**src/rtl/gpu_pix_pack.sv**
```systemverilog
// gpu_pix_pack: packs RGB666 pixel runs into monochrome bitmap words by
// comparing each pixel against a programmed foreground colour, and decodes
// a single pixel to a 6-bit gray level. Command interface (sel/go/busy/y)
// matches the gpu block.
// Optional feature: define GPU_PIX_PACK_ERRCNT_EN to build the saturating
// count of pixels that match neither colour (read/clear through sel=2).
module gpu_pix_pack #(
    parameter int WIDTH = 18
) (
    input  logic             clk,
    input  logic             rst_n,
    input  logic [1:0]       sel,
    input  logic             go,
    output logic             busy,
    input  logic [WIDTH-1:0] a,
    input  logic [WIDTH-1:0] b,
    output logic [WIDTH-1:0] y,
    input  logic [WIDTH-1:0] pix,
    input  logic             pix_valid,
    output logic             pix_ready
);

    localparam int CW = $clog2(WIDTH + 1);

    typedef enum logic [1:0] {
        IDLE = 2'd0,
        PACK = 2'd1,
        GRAY = 2'd2,
        DONE = 2'd3
    } state_t;

    state_t         state;
    state_t         state_next;
    logic [WIDTH-1:0] fg;
    logic [WIDTH-1:0] bg;
    logic [CW-1:0]    remaining;
    logic [CW-1:0]    pack_len;
    logic [4:0]       req_n;
    logic             xfer;
    logic             is_fg;
    logic             is_err;
    logic [7:0]       gray_sum;
    logic [WIDTH-1:0] err_value;

    assign xfer   = pix_valid & pix_ready;
    assign is_fg  = (pix == fg);
    assign is_err = (pix != fg) && (pix != bg);
    assign req_n  = a[4:0];

    // Pack length: zero or anything longer than a word means a full word
    always_comb begin
        pack_len = CW'(WIDTH);
        if (req_n != 5'd0 && 32'(req_n) <= WIDTH)
            pack_len = CW'(req_n);
    end

    // Gray level: (r + 2g + b) / 4, fits in 8 bits without overflow
    always_comb begin
        gray_sum = {2'b00, pix[17:12]} + {1'b0, pix[11:6], 1'b0} + {2'b00, pix[5:0]};
    end

    // State register
    always_ff @(posedge clk or negedge rst_n) begin
        if (!rst_n)
            state <= IDLE;
        else
            state <= state_next;
    end

    // Next-state logic; go is honoured only while idle
    always_comb begin
        state_next = state;
        case (state)
            IDLE: begin
                if (go) begin
                    case (sel)
                        2'd1:    state_next = PACK;
                        2'd3:    state_next = GRAY;
                        default: state_next = DONE;
                    endcase
                end
            end
            PACK: if (xfer && remaining == CW'(1)) state_next = DONE;
            GRAY: if (xfer) state_next = DONE;
            DONE: state_next = IDLE;
            default: state_next = IDLE;
        endcase
    end

    // Outputs decoded from state; ready drops in the same cycle the last pixel moves
    always_comb begin
        busy      = (state != IDLE);
        pix_ready = (state == PACK) || (state == GRAY);
    end

    // Colour registers, result word and pack counter
    always_ff @(posedge clk or negedge rst_n) begin
        if (!rst_n) begin
            fg        <= '0;
            bg        <= '0;
            y         <= '0;
            remaining <= '0;
        end else begin
            case (state)
                IDLE: begin
                    if (go) begin
                        case (sel)
                            2'd0: begin
                                fg <= a;
                                bg <= b;
                            end
                            2'd1: begin
                                y         <= '0;
                                remaining <= pack_len;
                            end
                            2'd2: y <= err_value;
                            default: ;
                        endcase
                    end
                end
                PACK: begin
                    if (xfer) begin
                        y         <= {y[WIDTH-2:0], is_fg};
                        remaining <= remaining - CW'(1);
                    end
                end
                GRAY: if (xfer) y <= {{(WIDTH-6){1'b0}}, gray_sum[7:2]};
                default: ;
            endcase
        end
    end

`ifdef GPU_PIX_PACK_ERRCNT_EN
    logic [WIDTH-1:0] err_cnt;

    assign err_value = err_cnt;

    // Saturating count of packed pixels matching neither colour; sel=2 with a[0] clears it
    always_ff @(posedge clk or negedge rst_n) begin
        if (!rst_n)
            err_cnt <= '0;
        else if (state == IDLE && go && sel == 2'd2 && a[0])
            err_cnt <= '0;
        else if (state == PACK && xfer && is_err && err_cnt != {WIDTH{1'b1}})
            err_cnt <= err_cnt + 1'b1;
    end
`else
    logic unused_err;

    assign err_value  = '0;
    assign unused_err = is_err;
`endif

endmodule

```
**config.mk**
```make
export PLATFORM = sky130hd
export DESIGN_NAME = gpu_pix_pack
export DESIGN_NICKNAME = d
export VERILOG_FILES = /design/src/rtl/gpu_pix_pack.sv
export SDC_FILE = /design/constraint.sdc
export NUM_CORES = 1
export LEC_CHECK = 0
export ABC_AREA = 1
export CORE_MARGIN = 10
export CORE_UTILIZATION = 52
export DETAILED_ROUTE_END_ITERATION = 10
export GPL_ROUTABILITY_DRIVEN = 0
export MAX_ROUTING_LAYER = met4
export PLACE_DENSITY = 0.87
export SLEW_MARGIN = 20
export SYNTH_ARGS = -nofsm -noshare
export SYNTH_HDL_FRONTEND = slang
export SYNTH_SLANG_ARGS = --single-unit
```
**constraint.sdc**
```tcl
create_clock -name clk -period 2.75 [get_ports clk]
set_input_delay 0.55 -clock clk [delete_from_list [all_inputs] [get_ports clk]]
set_output_delay 0.55 -clock clk [all_outputs]
set_load 0.05 [all_outputs]
```
==> results by group <==
Floorplan
  • Initial Utilization: 0.5343
  • Core area: about 5000 um^2
  • Row count: 26
  • Die height: between 90 and 100 um
  • DIE WIDTH: 92.44 um
  • I/O pin count: 80
  • Area of the die: approximately 8500 um^2

Logic synthesis
  • YS warnings: 0
  • Register area share after synthesis: 0.3943
  • Mapped Nets: between 400 and 500
  • Synthesized instance count: 361
  • Netlist Area Pre-Place: 2729 um^2
  • Register bit total from synthesis: 43
  • Avg Cell Area, Syn: about 7.6 um^2
  • Netlist cell types: 35

Pwr
  • Tot Pwr: approximately 3100 uW
  • P_leak: ~0.0018 uW
  • Power per standard cell area: 870.3 nW/um^2
  • Max rail drop VDD: roughly 0.95 mV

Clock tree
  • CTS tree: built
  • Total CTS buffers: 5
  • Clk slew on worst S/H paths: 0.09 ns
  • CTS H-tree depth: 2
  • CTS Sinks: 43
  • # Post-CTS Setup Buffers: 0
  • Post-cts sizing count: 0
  • Max clock buf depth: 2
  • CTS Root Cell: clkbuf_8
  • Hold_buf cts: 0
  • Clock Latency Late Sink: about 0.3 ns

Global routing
  • First-pass GRT wire length: between 10 and 15 mm
  • Largest net degree at the start of global routing: 44
  • Vias in the first global route: ~2,500
  • Initial antenna violation count: 0
  • Total GRT Usage: 0.1702
  • Gr ovfl total: 0

STA
  • Max Transition Viols Final: 0
  • Final hold viol count: 0
  • Setup total negative slack: 0 ns
  • Fin Hold WS: slightly below 0.4 ns
  • Slew HR: 0.3574
  • Unrepaired setup endpoints after global routing: false
  • Final Cycle Share: 0.9378
  • Fmax: slightly below 400 MHz
  • Clk_skew: 0.01348 ns
  • Min Tclk post-route: around 2.6 ns
  • # setup viols final: 0
  • Worst slew pin tran: 0.9639 ns

Routing
  • DR DRC count: 0
  • Detailed-route via count: approximately 2,500
  • Post-Route WL: roughly 7 mm
  • Via density: about 5.1
  • DRT iter0 DRCs: about 100
  • First-pass DRT Iterations: 4
  • DR WL/cell: 13.83 um
  • Detail Route Antenna Nets: 0

Final layout
  • Nets: between 500 and 600
  • Most common cell after layout, fill and taps aside: nand2_1
  • Design Area, Final: 3535 um^2
  • Layout area overhead: 29.53%
  • Fillers: approximately 440
  • Proportion of layout cells with a drive suffix above 1: 0.07209
  • # diodes: 0
  • Commonest cells after routing, fill and taps aside: nand2_1 (101), clkdlybuf4s50_1 (60), inv_1 (54), dfrtp_1 (43), nor2_1 (35)

Setup path
  • CP Launch Type: input pin
  • FF-to-FF End: y[2]
  • Critical Path End: y[1]
  • Req. time, crit path: between 2 and 3 ns
  • R2r startpoint: state[1]
  • Largest fanout on the critical path: 4
  • R2R cell count: 12
  • R2R setup slack: ~0.90 ns
  • Worst setup EP type: flop
  • Arrival @ worst endpoint: approximately 2.8 ns
  • Worst setup path startpoint: pix[1]
  • Critical path class: in -> reg

Run
  • Max-cap viol count: 0

Place
  • Placed Area: ~3400 um^2
  • Post-DP HPWL: roughly 5.3 mm
  • Port buffer count: 61

Status
  • Run status: completed

Hold path
  • Path category of the worst min-delay check: in -> async
-- Yosys cell counts --
cell / number / area, um^2
mux2_2: 2 / 22.52
dfrtp_1: 43 / 1076
a32oi_1: 1 / 8.760
nor3_1: 2 / 10.01
a21oi_2: 1 / 8.760
or2_1: 1 / 6.260
buf_4: 1 / 7.510
o22ai_1: 1 / 6.260
a21oi_1: 18 / 90.09
buf_1: 1 / 3.750
nand4_1: 3 / 18.77
nor2_2: 1 / 6.260
nand2_1: 101 / 379.1
inv_2: 4 / 15.01
buf_2: 1 / 5.000
o21ai_2: 1 / 8.760
a31oi_1: 4 / 25.02
xor2_1: 5 / 43.79
nand2_4: 1 / 11.26
or2_2: 2 / 12.51
o22ai_2: 1 / 12.51
nor2_1: 35 / 131.4
o31ai_1: 6 / 45.04
o211ai_1: 1 / 7.510
buf_6: 1 / 11.26
nand3_1: 20 / 100.1
fa_1: 6 / 120.1
ha_1: 16 / 200.2
o21ai_1: 6 / 30.03
clkinv_1: 1 / 3.750
inv_1: 54 / 202.7
clkbuf_1: 4 / 15.01
o21ai_0: 14 / 70.07
nand2_2: 1 / 6.260
a21boi_0: 1 / 7.510
-- per-stage QoR --
| stage | utilization | worst slack (ns) | std cells |
|---|---|---|---|
| floorplan | - | 0.4737 | 361 |
| global placement | 0.6734 | -0.1217 | 492 |
| detailed placement | 0.6734 | -0.1565 | 492 |
| CTS | 0.6921 | 0.1677 | 500 |
| global route | 0.6921 | 0.08780 | 500 |
| finish | 0.6921 | 0.1710 | 500 |
-- worst max-delay path, cell delays in order --
cell and delay (ns):
clkdlybuf4s50_1 0.47, inv_1 0.07, fa_1 0.54, nor2_1 0.08
fa_1 0.42, or2_2 0.29, a32oi_1 0.23, o22ai_2 0.11
-- worst min path at each step --
stage / end / cells past startpoint / start
2_1_floorplan: fg[0] / 0 / rst_n
3_3_place_gp: fg[0] / 2 / fg[0]
3_5_place_dp: fg[0] / 2 / fg[0]
4_1_cts: fg[9] / 1 / rst_n
5_1_grt: fg[12] / 1 / rst_n
6_report: fg[8] / 1 / rst_n
-- layer usage --
metal / global-route usage / up-vias / share of wire
met4: 0.04242 / 0 / 0.013
met2: 0.2618 / 59 / 0.46
li1: - / 1274 / -
met1: 0.2231 / 1197 / 0.48
met5: - / - / 0
met3: 0.03713 / 11 / 0.052
-- cell type report --
| cell class | instances | area (um^2) | share of cell area |
|---|---|---|---|
| Multi-Input combinational cell | 251 | 1389 | 0.3929 |
| Sequential cell | 43 | 1076 | 0.3044 |
| Clock buffer | 5 | 68.82 | 0.01947 |
| Timing Repair Buffer | 69 | 665.6 | 0.1883 |
| Clock inverter | 3 | 26.28 | 0.007434 |
| Tap cell | 70 | 87.58 | 0.02478 |
| Inverter | 59 | 221.5 | 0.06265 |
-- where the power goes --
group	switching (uW)	total (uW)	internal, uW
registers	142	989	847
logic	1080	1660	580
clock network	240	427	187
total	1460	3080	1610
-- state kept, by name, summed over array words and instances (netlist names) --
register / count
fg: 18
remaining: 5
state: 2
y: 18
-- cells by family after synthesis --
logic type,after synthesis,share of synthesized area
AND/OR/NAND/NOR,167,0.2499
multiplexers,2,0.008253
adder cells (fa/ha/maj),22,0.1174
flip-flops,43,0.3943
buffers and inverters,67,0.09674
XOR/XNOR,5,0.01605
AO/OA/AOI/OAI,55,0.1174
No activity file was read; power rests on OpenSTA's default activity.
